<file path="src/rtl/flex_counter_multi.sv">
// NUM_CH independent up/down counters with clear, load and a live rollover value.
// Optional sticky wrap status per channel is built only when FLEX_CNT_STICKY_EN is defined.
module flex_counter_multi #(
  parameter int unsigned NUM_CNT_BITS = 4,
  parameter int unsigned NUM_CH       = 2
) (
  input  logic                           clk,
  input  logic                           rst,
  input  logic [NUM_CH-1:0]              count_enable,
  input  logic [NUM_CH-1:0]              up_down,
  input  logic [NUM_CH-1:0]              clear,
  input  logic [NUM_CH-1:0]              load,
  input  logic [NUM_CH*NUM_CNT_BITS-1:0] load_val,
  input  logic [NUM_CH*NUM_CNT_BITS-1:0] rollover_val,
  input  logic [NUM_CH-1:0]              wrap_ack,
  output logic [NUM_CH*NUM_CNT_BITS-1:0] count_out,
  output logic [NUM_CH-1:0]              rollover_flag,
  output logic [NUM_CH-1:0]              wrap_sticky
);

  localparam int unsigned W = NUM_CNT_BITS;

  for (genvar g = 0; g < int'(NUM_CH); g++) begin : g_ch
    logic [W-1:0] cnt_q;
    logic [W-1:0] cnt_d;
    logic [W-1:0] roll;
    logic         wrap;

    assign roll = rollover_val[g*W +: W];

    // Priority clear > load > enable > hold; R == 0 pins the count at 0 and wraps every step.
    always_comb begin
      cnt_d = cnt_q;
      wrap  = 1'b0;
      if (clear[g]) begin
        cnt_d = '0;
      end else if (load[g]) begin
        cnt_d = load_val[g*W +: W];
      end else if (count_enable[g]) begin
        if (roll == '0) begin
          cnt_d = '0;
          wrap  = 1'b1;
        end else if (up_down[g]) begin
          if (cnt_q >= roll) begin
            cnt_d = W'(1);
            wrap  = 1'b1;
          end else begin
            cnt_d = cnt_q + W'(1);
          end
        end else begin
          if (cnt_q <= W'(1)) begin
            cnt_d = roll;
            wrap  = 1'b1;
          end else begin
            cnt_d = cnt_q - W'(1);
          end
        end
      end
    end

    always_ff @(posedge clk) begin
      if (rst) begin
        cnt_q <= '0;
      end else begin
        cnt_q <= cnt_d;
      end
    end

    assign count_out[g*W +: W] = cnt_q;
    assign rollover_flag[g]    = up_down[g] ? (cnt_q >= roll)
                                            : ((cnt_q <= W'(1)) || (roll == '0));

`ifdef FLEX_CNT_STICKY_EN
    logic sticky_q;
    logic sticky_d;

    // A wrap on the same edge as an ack keeps the status set.
    always_comb begin
      sticky_d = sticky_q;
      if (wrap) begin
        sticky_d = 1'b1;
      end else if (wrap_ack[g]) begin
        sticky_d = 1'b0;
      end
    end

    always_ff @(posedge clk) begin
      if (rst) begin
        sticky_q <= 1'b0;
      end else begin
        sticky_q <= sticky_d;
      end
    end

    assign wrap_sticky[g] = sticky_q;
`else
    logic unused_wrap;
    assign unused_wrap    = wrap ^ wrap_ack[g];
    assign wrap_sticky[g] = 1'b0;
`endif
  end

endmodule

</file>
<file path="config.mk">
export PLATFORM = sky130hd
export DESIGN_NAME = flex_counter_multi
export DESIGN_NICKNAME = d
export VERILOG_FILES = /design/src/rtl/flex_counter_multi.sv
export SDC_FILE = /design/constraint.sdc
export NUM_CORES = 1
export LEC_CHECK = 0
export ABC_CLOCK_PERIOD_IN_PS = 1650
export BUFFER_PORTS_ARGS = -buffer_cell sky130_fd_sc_hd__buf_2
export CORE_ASPECT_RATIO = 1.4
export CORE_UTILIZATION = 45
export CTS_BUF_LIST = sky130_fd_sc_hd__clkbuf_4
export DETAILED_ROUTE_END_ITERATION = 7
export GPL_ROUTABILITY_DRIVEN = 0
export PLACE_DENSITY_LB_ADDON = 0.2
export SLEW_MARGIN = 10
export SYNTH_ARGS = -nofsm -noshare
export SYNTH_HDL_FRONTEND = slang
export SYNTH_SLANG_ARGS = --single-unit
</file>
<file path="constraint.sdc">
create_clock -name clk -period 1.65 [get_ports clk]
set_input_delay 0 -clock clk [delete_from_list [all_inputs] [get_ports clk]]
set_output_delay 0 -clock clk [all_outputs]
set_load 0.02 [all_outputs]
</file>
==> results.yml, run 1 <==
outcome:
  outcome: "finished, final reports clean"
run:
  cap_violations: 0
min_path:
  holdPathEnd: "g_ch[0].cnt_q[0]"
  hp-start: "load_val[0]"
  whs_path_depth: 3
  hp-class: "in -> reg"
cells_and_area:
  final_cell_mix: "buf_2, buf_4, inv_1"
  diodes: 0
  mostFrequentLayoutCell: "buf_2"
  multi_input_area_sq_um: 918.4
  area_growth_pct: 52.30
  drive_above_1_share: 0.5330
  seqCellArea_sq_um: 177.7
  final_cell_area_sq_um: 1534
  nFillCells: 163
  regMostFlops: "g_ch.cnt_q"
  reg_top3: "g_ch.cnt_q (8)"
  final_net_count: 225
  largest_register_ffs: 8
  fin_util: 0.7503
detailed_routing:
  routed_wirelength_mm: 3.161
  ant_nets: 0
  vias_per_cell: 5.690
  dr.first_iter.drc_count: 17
  wire_per_inst_um: 15.57
  drc: 0
  dr.pass1.iters: 4
  via_count: 1155
die:
  chipHeight_um: 57.98
  start_util: 0.4927
  design.core.area_sq_um: 2044
  io_pins: 40
  rows: 19
  fp.dieW_um: 41.99
  die_area_sq_um: 2434
critical_path:
  critPathArrivalTime_ns: 1.64
  path_cells: "inv_2, buf_4, ha_2, buf_4, o21a_1, nor2_2, a21oi_1, buf_4"
  r2r_slack_ns: 0.05
  cp-start-kind: "flip-flop"
  r2r_end: "g_ch[0].cnt_q[2]"
  crit_fanout: 3
  crit_path_frequent_cell: "buf_4"
  worstSetupEndpointType: "output pin"
  critPathRequiredTime_ns: 1.65
  slowest_stage: "dfxtp_2"
  rr_worst_depth: 6
  timing.rr.start: "g_ch[0].cnt_q[2]"
  cpPeakStageDelay_ns: 0.33
  crit_type: "reg -> out"
sta:
  post-route-period-util: 0.9925
  setup_violations: 0
  hold_viol_final: 0
  hold_slack_ns: 0.03474
  fin_worst_skew_ns: 0.0002974
  min_period_ns: 1.638
  fmax_mhz: 610.7
  slew_viol_final: 0
  rsz0062_at_grt: "yes"
clock_tree:
  cts.clk_slew.worst_paths_ns: 0.07
  clk_latency_ns: 0.26
  cts_root_buf: "clkbuf_4"
  clk_path_buf_depth: 2
  clock_sinks: 8
  ctsHoldBuffers: 0
  cts_tree: "built"
  htreeDepth: 1
  cts_buffers: 3
pwr:
  max-vdd-ir-drop_uv: 363.9
  p_leak_uw: 0.0006955
  power_density_nw_per_um2: 508.8
global_routing:
  gr-usage-all-layers: 0.2566
  grt_max_degree: 10
  gr-total-overflow: 0
  grt_pass1_vias: 1119
  antenna_found_initial: 0
  grt_first_pass_wirelength_mm: 4.795
placement:
  dpl_cell_area_sq_um: 1277
  port_buffers: 35
  hpwl_mm: 2.347
synth:
  synth_cells: 127
  ys_seq_area_frac: 0.1590
  ys_ff_latch: 8
  netlist_area_sq_um: 1007
  yosysUniqueCellTypes: 37
  syn_avg_cell_area_sq_um: 7.931
  yosys_warnings: 0
logic make-up (layout without fill, tap and decap cells):
family          after synthesis  count (layout)  synth area share
compound gates               37              37            0.2559
simple gates                 37              37            0.2224
buf+inv                      19              73           0.08322
fa+ha+maj                    14              14            0.1739
flops                         8               8            0.1590
xor+xnor                      6               6           0.05217
mux                           5               5           0.04969
other cells                   1               2          0.003723
per-layer routing:
metal	global-route usage	up-vias	share of wire
met3	0.04361	9	0.037
met2	0.4933	41	0.59
met4	0.1336	0	0.028
met5	0	-	0
li1	-	570	-
met1	0.2576	535	0.35
power breakdown:
group	switching (uW)	total (uW)	internal, uW
Clock	75.9	185	109
Combinational	195	384	189
Sequential	10.7	211	201
Total	282	780	499
cell usage after synthesis (all sizes together):
cell type	count	area share
inv	15	0.056
a21oi	14	0.073
ha	14	0.17
nor3	10	0.050
dfxtp	8	0.16
o22ai	6	0.037
mux2i	5	0.050
nor2	5	0.019
o21ai	5	0.025
xnor2	5	0.043
a22oi	4	0.030
buf	4	0.027
nand2b	4	0.032
nand3	4	0.020
nor2b	3	0.019
and3b	2	0.021
nor3b	2	0.015
o21a	2	0.015
or2	2	0.012
or4	2	0.019
a2111oi	1	0.027
a21o	1	0.0075
a221oi	1	0.015
and2	1	0.0062
conb	1	0.0037
nand2	1	0.0037
nor4	1	0.0062
o221ai	1	0.0087
o2bb2ai	1	0.0087
o32ai	1	0.0087
xor2	1	0.0087
stage by stage:
stage / power [uW] / worst slack (ns) / instances / setup TNS [ns]
after floorplan: 407.2 / 0.01596 / 128 / 0
final: 780.5 / 0.01244 / 203 / 0
after global placement: 503.5 / 0.009392 / 191 / 0
after detailed placement: 512.4 / -0.04305 / 191 / -0.1240
after global routing: 831.9 / -0.07918 / 203 / -0.2193
after CTS: 703.9 / 0.006532 / 196 / 0
worst max-delay path, delay by kind of cell, from the launching register on:
family | cells | cell delay (ns)
buf+inv | 4 | 0.48
fa+ha+maj | 1 | 0.17
flops | 1 | 0.33
compound gates | 2 | 0.29
simple gates | 1 | 0.12
worst max-delay path by stage:
stage                                start               end  slack (ns)  cells after the start
after CTS                 g_ch[0].cnt_q[1]  rollover_flag[0]       0.007                      6
after global placement    g_ch[0].cnt_q[2]  g_ch[0].cnt_q[2]       0.009                      5
final                     g_ch[1].cnt_q[0]  rollover_flag[1]        0.01                      8
after global routing      g_ch[1].cnt_q[2]  rollover_flag[1]       -0.08                      7
after floorplan           g_ch[0].cnt_q[2]  g_ch[0].cnt_q[0]        0.02                      5
after detailed placement  g_ch[0].cnt_q[2]  g_ch[0].cnt_q[3]       -0.04                      5
cell type report:
class	count	area share
clock buffer	4	0.01958
inverter	15	0.03834
multi-input combinational	101	0.5987
sequential	8	0.1158
tap	21	0.01713
timing repair buffer	54	0.2104
timing repair:
action | 4_1_cts | 5_1_grt
setup endpoints to repair | 5 | 9
setup buffers | 1 | 7
gates resized for setup | 3 | 28
pin swaps | 2 | 12
(Power assumes the default switching activity.)
==> run 2, diff against run 1 <==
--- a/config.mk
+++ b/config.mk
@@ -13,6 +13,7 @@
 export DETAILED_ROUTE_END_ITERATION = 7
 export GPL_ROUTABILITY_DRIVEN = 0
 export PLACE_DENSITY_LB_ADDON = 0.2
+export REMOVE_ABC_BUFFERS = 1
 export SLEW_MARGIN = 10
 export SYNTH_ARGS = -nofsm -noshare
 export SYNTH_HDL_FRONTEND = slang
==> constraint.sdc (replaced) <==
create_clock -name clk -period 1.65 [get_ports clk]
set_input_delay 0.495 -clock clk [delete_from_list [all_inputs] [get_ports clk]]
set_output_delay 0.495 -clock clk [all_outputs]
set_load 0.02 [all_outputs]
==> run 2 against run 1 <==
Against the previous run:
- the run now ends with setup timing left
- core utilization increased by 10 points
- fmax is 23% lower
- critical path depth down 2
- routed wire length rose by 16%
- total power increased by 4.6%
- worst hold slack gained 0.50 ns
- final cell count rose by 7.9%
- sequential cell count is the same
- sequential power hardly changed
- critical endpoint unchanged
==> results.yml, run 2 (same netlist as run 1, synthesis figures left out) <==
sta:
  fin_ws_ns: -0.4688
  min_period_ns: 2.119
  hold_viol_final: 0
  fin_worst_skew_ns: 0.0006517
  fmax_mhz: 472.0
  setup_violations: 4
  rsz0062_at_grt: "yes"
  post-route-period-util: 1.284
  slew_viol_final: 0
die:
  start_util: 0.4927
  rows: 19
  io_pins: 40
  chipHeight_um: 57.98
  design.core.area_sq_um: 2044
  fp.dieW_um: 41.99
  die_area_sq_um: 2434
clock_tree:
  ctsHoldBuffers: 0
  cts_buffers: 3
  clk_path_buf_depth: 2
  cts_tree: "built"
  clk_latency_ns: 0.26
  clock_sinks: 8
  htreeDepth: 1
  cts_root_buf: "clkbuf_4"
  cts.clk_slew.worst_paths_ns: 0.06
critical_path:
  crit_type: "reg -> out"
  timing.rr.start: "g_ch[1].cnt_q[2]"
  r2r_end: "g_ch[1].cnt_q[2]"
  cp-start-kind: "flip-flop"
  rr_worst_depth: 7
  critPathTopFamily: "flip-flops"
  crit_fanout: 2
  r2r_slack_ns: -0.01
  path_cells: "ha_4, a21oi_4, o22ai_2, nor3_2, a21oi_2, buf_4"
  worstSetupEndpointType: "output pin"
  critPathArrivalTime_ns: 1.62
  critPathRequiredTime_ns: 1.15
  critPathBufInv: 1
  cpPeakStageDelay_ns: 0.36
  slowest_stage: "dfxtp_4"
pwr:
  seqPwrFrac: 0.261
  p_comb_frac: 0.548
  swShare: 0.3684
  power_density_nw_per_um2: 469.7
  p_leak_uw: 0.0007871
  p_int_uw: 515.5
  max-vdd-ir-drop_uv: 485.8
  clkPwrFrac: 0.191
  switching_power_uw: 300.7
cells_and_area:
  largest_register_ffs: 8
  diodes: 0
  mostFrequentLayoutCell: "buf_4"
  final_cell_mix: "buf_4, buf_2, a21oi_1"
  area_growth_pct: 72.55
  stdcell_count: 219
  drive_above_1_share: 0.6162
  fin_util: 0.8501
  reg_top3: "g_ch.cnt_q (8)"
  regMostFlops: "g_ch.cnt_q"
  final_net_count: 242
detailed_routing:
  drc: 0
  vias_per_cell: 5.607
  via_count: 1228
  routed_wirelength_mm: 3.659
  dr.pass1.iters: 5
  wire_per_inst_um: 16.71
  dr.first_iter.drc_count: 32
  ant_nets: 0
global_routing:
  gr-total-overflow: 0
  gr-usage-all-layers: 0.3097
  grt_pass1_vias: 1311
  grt_max_degree: 10
  antenna_found_initial: 0
  grt_first_pass_wirelength_mm: 5.664
placement:
  port_buffers: 35
  dp.cells: 216
  hpwl_mm: 2.612
min_path:
  whs_path_depth: 3
  holdPathEnd: "g_ch[1].cnt_q[3]"
  hp-start: "load_val[7]"
  hp-class: "in -> reg"
run:
  cap_violations: 0
outcome:
  failed_checks: "setup timing"
  outcome: "complete, but fails checks"
[run 2: changes by cell type in the layout (fill, tap and decap cells not counted), sizes merged]
cell    previous run  this run
buf               54        71
clkbuf             4         3
[run 2: power by group through the flow]
stage	combinational [uW]	sequential [uW]	clock [uW]
3_5_place_dp	357	214	0
2_1_floorplan	166	231	0
3_3_place_gp	345	213	0
4_1_cts	412	214	159
6_report	447	213	156
5_1_grt	477	214	172
[run 2: how the worst max path moves through the flow]
stage	from	end	slack, ns	cells past startpoint
6_report	g_ch[1].cnt_q[2]	rollover_flag[1]	-0.47	6
5_1_grt	g_ch[0].cnt_q[2]	rollover_flag[0]	-0.50	5
4_1_cts	g_ch[0].cnt_q[2]	rollover_flag[0]	-0.44	5
3_5_place_dp	rollover_val[2]	rollover_flag[0]	-0.57	7
3_3_place_gp	rollover_val[2]	rollover_flag[0]	-0.53	7
2_1_floorplan	g_ch[0].cnt_q[2]	rollover_flag[0]	-0.51	4
[run 2: final cells by class]
type / count / area (sq um)
clock buffers: 3 / 22.52
fillers: 113 / 306.5
inverters: 15 / 56.30
multi-input cells: 101 / 964.7
flip-flops and latches: 8 / 170.2
well taps: 21 / 26.28
repair buffers: 71 / 498.0
[run 2: repair_timing]
item / in CTS / in global routing
gates resized for setup: 40 / 22
endpoints found under the setup margin: 10 / 10
pin swaps: 18 / 14
setup buffers: 2 / 2
[run 2: worst register-to-register path: cells and delay by family (launching register included)]
| kind | cells | cell delay (ns) |
|---|---|---|
| fa+ha+maj | 1 | 0.26 |
| buf+inv | 1 | 0.15 |
| compound gates | 4 | 0.50 |
| simple gates | 1 | 0.31 |
| flops | 1 | 0.36 |
[run 2: per-stage QoR]
step	setup WS (ns)	instance area, sq um	power (uW)	TNS (ns)	hold slack [ns]
after floorplan	-0.5069	983.4	397.3	-1.667	0.6408
after global placement	-0.5321	1455	558.4	-3.238	0.6752
after detailed placement	-0.5712	1455	571.1	-3.580	0.6972
after CTS	-0.4401	1673	784.2	-0.9009	0.5267
after global routing	-0.4975	1738	862.3	-1.124	0.5379
final	-0.4688	1738	816.3	-0.9637	0.5364
[run 2: per-layer routing]
layer	share of wire	vias to the layer above	wire length, um	global-route usage
li1	-	601	-	-
met4	0.043	0	158	0.1429
met3	0.041	16	149	0.05296
met2	0.56	47	2063	0.6339
met5	0	-	0	0
met1	0.35	564	1287	0.2854
